[src/rtl/rect_pkg.sv]
// rtl/rect_pkg.sv - shared rectangle types, scanner states and default sizes
package rect_pkg;

  localparam int DEFAULT_COORD_WIDTH = 16;
  localparam int DEFAULT_RECT_COUNT  = 64;

  typedef struct packed {
    logic signed [DEFAULT_COORD_WIDTH-1:0] left;
    logic signed [DEFAULT_COORD_WIDTH-1:0] top;
    logic signed [DEFAULT_COORD_WIDTH-1:0] right;
    logic signed [DEFAULT_COORD_WIDTH-1:0] bottom;
  } rect_t;

  typedef enum logic [1:0] {
    IDLE,
    SCAN,
    DRAIN,
    DONE
  } scan_state_t;

endpackage

[src/rtl/rect_contains.sv]
// rtl/rect_contains.sv - combinational signed half-open point-in-rectangle test
module rect_contains
  import rect_pkg::*;
#(
  parameter int COORD_WIDTH = DEFAULT_COORD_WIDTH
) (
  input  logic signed [COORD_WIDTH-1:0] x,
  input  logic signed [COORD_WIDTH-1:0] y,
  input  logic signed [COORD_WIDTH-1:0] left,
  input  logic signed [COORD_WIDTH-1:0] top,
  input  logic signed [COORD_WIDTH-1:0] right,
  input  logic signed [COORD_WIDTH-1:0] bottom,
  output logic                          hit
);

  // Degenerate rectangles fall out naturally: no x satisfies left <= x < right when right <= left.
  assign hit = (x >= left) && (x < right) && (y >= top) && (y < bottom);

endmodule

[src/rtl/rect_hit_scanner.sv]
// rtl/rect_hit_scanner.sv - sequential point-in-rectangle scan over a synchronous-read rectangle list
module rect_hit_scanner
  import rect_pkg::*;
#(
  parameter int COORD_WIDTH = DEFAULT_COORD_WIDTH,
  parameter int RECT_COUNT  = DEFAULT_RECT_COUNT,
  parameter int INDEX_WIDTH = $clog2(RECT_COUNT)
) (
  input  logic                          clk,
  input  logic                          reset_n,
  input  logic                          req_valid,
  output logic                          req_ready,
  input  logic signed [COORD_WIDTH-1:0] req_x,
  input  logic signed [COORD_WIDTH-1:0] req_y,
  input  logic [INDEX_WIDTH:0]          req_count,
  input  logic                          req_last_wins,
  output logic                          rect_rd,
  output logic [INDEX_WIDTH-1:0]        rect_addr,
  input  logic signed [COORD_WIDTH-1:0] rect_left,
  input  logic signed [COORD_WIDTH-1:0] rect_top,
  input  logic signed [COORD_WIDTH-1:0] rect_right,
  input  logic signed [COORD_WIDTH-1:0] rect_bottom,
  output logic                          res_valid,
  input  logic                          res_ready,
  output logic                          res_hit,
  output logic [INDEX_WIDTH-1:0]        res_index,
  output logic [INDEX_WIDTH:0]          res_hits
);

  localparam logic [INDEX_WIDTH:0] MAX_COUNT = (INDEX_WIDTH+1)'(RECT_COUNT);

  scan_state_t                   state;
  logic signed [COORD_WIDTH-1:0] query_x;
  logic signed [COORD_WIDTH-1:0] query_y;
  logic                          last_wins;
  logic [INDEX_WIDTH-1:0]        last_addr;
  logic                          cmp_valid;
  logic [INDEX_WIDTH-1:0]        cmp_index;
  logic                          cmp_hit;
  logic [INDEX_WIDTH:0]          count_clamped;

  assign count_clamped = (req_count > MAX_COUNT) ? MAX_COUNT : req_count;
  assign req_ready     = (state == IDLE);

  rect_contains #(
    .COORD_WIDTH(COORD_WIDTH)
  ) u_contains (
    .x     (query_x),
    .y     (query_y),
    .left  (rect_left),
    .top   (rect_top),
    .right (rect_right),
    .bottom(rect_bottom),
    .hit   (cmp_hit)
  );

  always_ff @(posedge clk) begin
    if (!reset_n) begin
      state     <= IDLE;
      query_x   <= '0;
      query_y   <= '0;
      last_wins <= 1'b0;
      last_addr <= '0;
      cmp_valid <= 1'b0;
      cmp_index <= '0;
      rect_rd   <= 1'b0;
      rect_addr <= '0;
      res_valid <= 1'b0;
      res_hit   <= 1'b0;
      res_index <= '0;
      res_hits  <= '0;
    end else begin
      case (state)
        IDLE: begin
          if (req_valid) begin
            query_x   <= req_x;
            query_y   <= req_y;
            last_wins <= req_last_wins;
            last_addr <= INDEX_WIDTH'(count_clamped - 1'b1);
            rect_addr <= '0;
            cmp_valid <= 1'b0;
            res_hit   <= 1'b0;
            res_index <= '0;
            res_hits  <= '0;
            if (count_clamped == '0) begin
              res_valid <= 1'b1;
              state     <= DONE;
            end else begin
              rect_rd <= 1'b1;
              state   <= SCAN;
            end
          end
        end
        SCAN: begin
          cmp_valid <= 1'b1;
          cmp_index <= rect_addr;
          if (rect_addr == last_addr) begin
            rect_rd <= 1'b0;
            state   <= DRAIN;
          end else begin
            rect_addr <= rect_addr + 1'b1;
          end
          // A first-wins hit overrides the address stepping above; the read already in flight is dropped.
          if (cmp_valid && cmp_hit) begin
            res_hit   <= 1'b1;
            res_index <= cmp_index;
            if (last_wins) begin
              res_hits <= res_hits + 1'b1;
            end else begin
              res_hits  <= (INDEX_WIDTH+1)'(1);
              rect_rd   <= 1'b0;
              cmp_valid <= 1'b0;
              res_valid <= 1'b1;
              state     <= DONE;
            end
          end
        end
        DRAIN: begin
          cmp_valid <= 1'b0;
          if (cmp_valid && cmp_hit) begin
            res_hit   <= 1'b1;
            res_index <= cmp_index;
            res_hits  <= last_wins ? res_hits + 1'b1 : (INDEX_WIDTH+1)'(1);
          end
          res_valid <= 1'b1;
          state     <= DONE;
        end
        DONE: begin
          if (res_ready) begin
            res_valid <= 1'b0;
            state     <= IDLE;
          end
        end
        default: state <= IDLE;
      endcase
    end
  end

endmodule

[config.mk]
export PLATFORM = sky130hd
export DESIGN_NAME = rect_hit_scanner
export DESIGN_NICKNAME = d
export VERILOG_FILES = /design/src/rtl/rect_pkg.sv /design/src/rtl/rect_contains.sv /design/src/rtl/rect_hit_scanner.sv
export SDC_FILE = /design/constraint.sdc
export NUM_CORES = 1
export LEC_CHECK = 0
export BUFFER_PORTS_ARGS = -buffer_cell sky130_fd_sc_hd__buf_2
export CORE_ASPECT_RATIO = 0.5
export CORE_MARGIN = 8
export CORE_UTILIZATION = 50
export DETAILED_ROUTE_END_ITERATION = 7
export MAX_ROUTING_LAYER = met4
export PLACE_DENSITY = 0.85
export SYNTH_ARGS = -nofsm -noshare
export SYNTH_HDL_FRONTEND = slang
export SYNTH_SLANG_ARGS = --single-unit
[constraint.sdc]
create_clock -name clk -period 4.2 [get_ports clk]
set_input_delay 0.63 -clock clk [delete_from_list [all_inputs] [get_ports clk]]
set_output_delay 0.63 -clock clk [all_outputs]
set_load 0.005 [all_outputs]
==> results.cfg, run 1 <==
[timing]
tightest_slew_ns = 0.7562
crit_share_post_route_pct = 80.63
finalWorstPathRequiredPeriod_ns = 3.387
hold_viol = 0
setup_total_negative_slack_ns = 0
report.final.slew_viol_count = 0
hold_slack_ns = 0.4695
timing.final.setup_violations = 0
worst_clock_skew_ns = 0.007174
setup_repair_after_global_routing_missed_its_margin = no
achievable-frequency_mhz = 295.3
maxSlewHeadroom_pct = 49.59

[finish]
antenna-diode-count = 0
final_common_cell = buf_2
post_route_cells_drive_above_1_share_pct = 21.60
final_util_pct = 62.15
num-fill-cells = 832
flow.area_growth_from_synthesis_pct = 21.57
final_net_count = 901
final_cell_mix = buf_2, nand2_1, inv_1

[placement]
gp_routability_congestion = 0.8790
io_buffers = 130
dp.final_hpwl_mm = 9.853

[setup_path]
critical_path.cell_chain = buf_2, inv_1, ha_1, a21o_1, a21o_1, a221o_1, o31a_1, nor4b_2, nand3_2, a32o_1, a22o_1
critical_path_arrival_ns = 3.62
critPathTopFamily = compound AO/OA/AOI/OAI gates
crit_path_frequent_cell = a21o_1
crit_path_top_delay_cell = nor4b_2
critPathLaunchType = input port
cp_max_fo = 21
cpPeakStageDelay_ns = 0.53
path_buf_inv = 2
required_ns = 4.43
worst-setup-path-type = in -> reg
kind_of_end_point_of_the_critical_path = flip-flop

[clocking]
ctsRootBufferMaster = clkbuf_16
cts_buffers = 9
numClockSinks = 70
cts_tree = yes
cts_htree_levels = 3
post_cts_hold_buffer_count = 0
cts_setup_buffers = 0
clk_pin_slew_worst_paths_ns = 0.06
cts_buffer_depth = 2
cts_repair_resize_count = 0
insertion_delay_ns = 0.34

[power]
share_comb_of_total_power_pct = 27.5
intPower_uw = 1457
ir_worst_vdd_mv = 0.2486
power.density_cell_area_nw_per_um2 = 372.7
power.share.clock_pct = 36.1
share_seq_of_total_power_pct = 36.3
power.net_switching_uw = 716.1
p_leak_uw = 0.002956
swShare_pct = 32.95

[synthesis]
syn-instance-count = 602
yosys.area.top_type_share_pct = 29.21
netlist_top_cells_area = dfxtp_1, ha_1, nand2_1, inv_1, a21boi_0
netlist-cell-type-count = 59
ff_latch_count_synth = 70
synth-seq-area-share_pct = 29.21
synth-async-reset-ratio_pct = 0
cell_area_after_synthesis_um2 = 4797
mappedNetlistNets = 781
synth_top_cell_by_area = dfxtp_1
synth-edff-count = 0
yosysWarnings = 0
avgSynthCellArea_um2 = 7.969
synth_flop_cell = dfxtp_1

[flow_run]
timing.max_cap.violations = 0

[routing]
drc = 0
routed_via_density = 5.295
post_drt_wl_per_cell_um = 14.70
route.final.wire_length_mm = 12.46
post_route_ant_nets = 0
route.vias.total = 4490
firstDrtPassIters = 4
drt-initial-drc-count = 245

[worst_hold_path]
hold_path_class = reg -> reg

[floorplan]
die_outline_area_um2 = 13170
core-area_um2 = 9384
die_height_um = 85.26
placement_rows = 25
dieWidth_um = 154.5
num_io_pins = 131
start_util_pct = 51.12

[grt]
antenna_found_initial = 0
pin_count_of_the_biggest_net_entering_global_routing = 49
grt.total_usage_pct = 19.25
gr-usage-met3_pct = 4.916
grt_pass1_wl_mm = 20.50
global_route.usage.met1_pct = 22.21
grt_overflow_total = 0
groute.layer.met2.usage_pct = 32.74
grt_busiest_layer = met2
grt_pass1_vias = 4469

[run_status]
status = finished clean
power by group through the flow:
stage / combinational [uW] / clock [uW] / sequential, uW
after detailed placement: 595 / 0 / 803
after global routing: 683 / 832 / 799
after CTS: 602 / 802 / 789
after floorplan: 426 / 0 / 785
final: 598 / 786 / 790
after global placement: 577 / 0 / 801
worst reg2reg max path: cells and delay by family, from the launching register on:
kind / cells / cell delay [ns]
compound gates: 3 / 1.24
fa+ha+maj: 1 / 0.35
flops: 1 / 0.34
simple gates: 4 / 1.29
stage by stage:
stage	area (um^2)	instances	worst slack, ns	total power (uW)
2_1_floorplan	4797	602	1.017	1211
3_3_place_gp	5524	832	0.5575	1378
3_5_place_dp	5524	832	0.4638	1399
4_1_cts	5832	848	0.8090	2193
5_1_grt	5832	848	0.6165	2314
6_report	5832	848	0.8134	2174
cell usage after synthesis, drive strengths merged, types with 3 or more instances:
| cell type | count |
|---|---|
| nor3 | 9 |
| o21a | 8 |
| xor2 | 6 |
| mux2i | 9 |
| nand2 | 98 |
| xnor2 | 6 |
| a31oi | 3 |
| ha | 71 |
| nand2b | 7 |
| a21boi | 36 |
| nor4 | 3 |
| o211a | 3 |
| and3 | 10 |
| nand4 | 14 |
| a32o | 3 |
| o22ai | 3 |
| dfxtp | 70 |
| nor2 | 26 |
| o21ai | 21 |
| inv | 74 |
| o211ai | 8 |
| nand3 | 12 |
| nor2b | 14 |
| a21oi | 25 |
| clkbuf | 22 |
| a21o | 5 |
state kept, by name, indices dropped and copies added, names as in the netlist:
name	cells
cmp_index	6
cmp_valid	1
last_addr	6
last_wins	1
query_x	16
query_y	16
rect_addr	6
rect_rd	1
res_hit	1
res_hits	7
res_index	6
res_valid	1
state	2
per-layer routing:
metal  up-vias  wire length, um
met5         -                0
met4         0              131
met3        12              655
met2        85             6151
met1      2067             5527
li1       2326                -
cell type report:
class / instances / area (um^2) / share of cell area (%)
clock inverter: 6 / 68.82 / 1.180
timing repair buffer: 133 / 673.1 / 11.54
sequential: 70 / 1401 / 24.03
multi-input combinational: 434 / 3020 / 51.79
tap: 121 / 151.4 / 2.596
clock buffer: 10 / 239.0 / 4.098
inverter: 74 / 277.8 / 4.763
kinds of logic (layout without fill, tap and decap cells):
| group | count (synthesis) | after routing | share of synthesized area (%) |
|---|---|---|---|
| simple gates | 207 | 207 | 20.63 |
| flops | 70 | 70 | 29.21 |
| xor+xnor | 12 | 12 | 2.191 |
| mux | 10 | 10 | 2.113 |
| compound gates | 134 | 134 | 19.51 |
| buf+inv | 98 | 223 | 7.825 |
| fa+ha+maj | 71 | 71 | 18.52 |
worst paths after layout:
| kind | slack [ns] | startpoint | to | cells after the start |
|---|---|---|---|---|
| min | 0.47 | res_valid$_SDFFE_PN0P_ | res_valid$_SDFFE_PN0P_ | 2 |
| max reg2reg | 0.87 | query_y[15]$_SDFFE_PN0P_ | res_hits[6]$_SDFFE_PN0P_ | 8 |
| max | 0.81 | rect_top[13] | res_hits[6]$_SDFFE_PN0P_ | 11 |
| min reg2reg | 0.47 | res_valid$_SDFFE_PN0P_ | res_valid$_SDFFE_PN0P_ | 2 |
Note: power is estimated with default switching activity, not from simulation.
==> run 2, diff against run 1 <==
==> constraint.sdc (replaced) <==
create_clock -name clk -period 3.3 [get_ports clk]
set_input_delay 0.495 -clock clk [delete_from_list [all_inputs] [get_ports clk]]
set_output_delay 0.495 -clock clk [all_outputs]
set_load 0.005 [all_outputs]
==> run 2 against run 1 <==
Net effect:
- cell count grew 1.2%
- routed wire length grew 2.4%
- worst hold slack lost 0.084 ns
- clock power up 27%
- global-route usage rose by 0.91 points
- critical endpoint is now res_index[4]$_SDFFE_PN0P_
- highest routed layer unchanged
==> results.cfg, run 2 (same netlist as run 1, synthesis figures left out) <==
[setup_path]
r2r-start = query_x[7]$_SDFFE_PN0P_
cp_max_fo = 9
cpPeakStageDelay_ns = 0.54
required_ns = 3.54
crit-reg2reg-capture = res_index[4]$_SDFFE_PN0P_
critPathLaunchType = flip-flop
worst-setup-path-type = reg -> reg
crit_path_top_delay_cell = or4_1
r2r_slack_ns = 0.23
r2r_worst_path_depth = 10
critical_path_arrival_ns = 3.31
setup.worst_path.start = query_x[7]$_SDFFE_PN0P_
critical_path.cell_chain = ha_1, a41oi_2, o21ai_1, a2111o_1, or4_1, a22oi_2, nand3_2, buf_12, and3_1, o21a_1
critPathTopFamily = compound AO/OA/AOI/OAI gates
path_buf_inv = 1
critPathCapture = res_index[4]$_SDFFE_PN0P_
timing.critical_path.depth = 10
kind_of_end_point_of_the_critical_path = flip-flop

[finish]
final_net_count = 911
final_common_cell = buf_2
largest_registers = query_x x16, query_y x16, res_hits x7
flow.area_growth_from_synthesis_pct = 23.37
post_route_cells_drive_above_1_share_pct = 22.66
instances_no_fill = 858
antenna-diode-count = 0
final_util_pct = 63.07
final_cell_mix = buf_2, nand2_1, inv_1

[floorplan]
dieWidth_um = 154.5
die_height_um = 85.26
die_outline_area_um2 = 13170
num_io_pins = 131
start_util_pct = 51.12
core-area_um2 = 9384
placement_rows = 25

[routing]
routed_via_density = 5.353
route.final.wire_length_mm = 12.77
route.vias.total = 4593
post_route_ant_nets = 0
post_drt_wl_per_cell_um = 14.88
firstDrtPassIters = 5
drt-initial-drc-count = 235
drc = 0

[clocking]
cts_setup_buffers = 0
cts_buffers = 9
cts_buffer_depth = 2
numClockSinks = 70
cts_tree = yes
clk_pin_slew_worst_paths_ns = 0.06
cts_htree_levels = 3
ctsRootBufferMaster = clkbuf_16
insertion_delay_ns = 0.35

[timing]
achievable-frequency_mhz = 325.3
hold_viol = 0
setup_total_negative_slack_ns = 0
setup_repair_after_global_routing_missed_its_margin = no
tightest_slew_ns = 0.6574
worst_clock_skew_ns = 0.01117
maxSlewHeadroom_pct = 56.18
crit_share_post_route_pct = 93.14
finalWorstPathRequiredPeriod_ns = 3.074
report.final.slew_viol_count = 0
timing.final.setup_violations = 0
final_critical_path_setup_slack_ns = 0.2263

[run_status]
status = finished clean

[placement]
placed_cells_incl_taps = 842
pre_cts_ws_ns = -0.1343
dp.final_hpwl_mm = 10.07
io_buffers = 130
gp_routability_congestion = 0.8482

[flow_run]
timing.max_cap.violations = 0

[power]
total_power_uw = 2796
ir_worst_vdd_mv = 0.2804
p_leak_uw = 0.003005
power.density_cell_area_nw_per_um2 = 472.4

[grt]
pin_count_of_the_biggest_net_entering_global_routing = 44
grt_pass1_wl_mm = 21.33
antenna_found_initial = 0
grt_overflow_total = 0
grt_pass1_vias = 4721
grt.total_usage_pct = 20.15

[worst_hold_path]
hold_path_class = in -> reg
-- run 2: cell types whose count changed in the layout (fill, tap and decap cells not counted), sizes merged --
cell      delta
clkinvlp     +1
clkbuf       -1
buf         +10
-- run 2: per-layer routing --
metal	vias to the layer above	routed length [um]	track usage [%]
met2	105	6245	34.97
met4	0	219	6.002
met1	2135	5635	22.55
met3	20	666	5.373
met5	-	0	-
li1	2333	-	-
-- run 2: worst register-to-register path, stage by stage (launching register included) --
cell and delay (ns):
dfxtp_1 0.33, ha_1 0.31, a41oi_2 0.18, o21ai_1 0.12
a2111o_1 0.39, or4_1 0.54, a22oi_2 0.26, nand3_2 0.26
buf_12 0.23, and3_1 0.17, o21a_1 0.18
-- run 2: through the flow --
step           instance area (um^2)  hold WS (ns)
2_1_floorplan                  4797        0.4514
4_1_cts                        5917        0.3838
3_5_place_dp                   5612        0.4551
6_report                       5918        0.3851
3_3_place_gp                   5612        0.4460
5_1_grt                        5918        0.4051
-- run 2: layout make-up --
cell class,count,area (um^2)
tap,121,151.4
clock buffer,9,225.2
timing repair buffer,143,760.7
inverter,74,277.8
fill,830,3466
clock inverter,7,80.08
sequential,70,1401
multi-input combinational,434,3022
-- run 2: report_power, final --
group	internal (uW)	switching (uW)	total (uW)
combinational	337	457	793
sequential	928	77.2	1010
clock	592	405	998
total	1860	939	2800
-- run 2: worst min path at each step --
stage | from | to | cells after the start
floorplan | query_x[0]$_SDFFE_PN0P_ | query_x[0]$_SDFFE_PN0P_ | 2
global placement | res_valid$_SDFFE_PN0P_ | res_valid$_SDFFE_PN0P_ | 2
detailed placement | res_valid$_SDFFE_PN0P_ | res_valid$_SDFFE_PN0P_ | 2
CTS | req_x[11] | query_x[11]$_SDFFE_PN0P_ | 3
global route | req_x[11] | query_x[11]$_SDFFE_PN0P_ | 3
finish | req_x[11] | query_x[11]$_SDFFE_PN0P_ | 3
-- run 2: timing repair --
action                                  CTS  global route
endpoints found under the setup margin    0             9
hold buffers                              0             0
gates resized for setup                   0             1
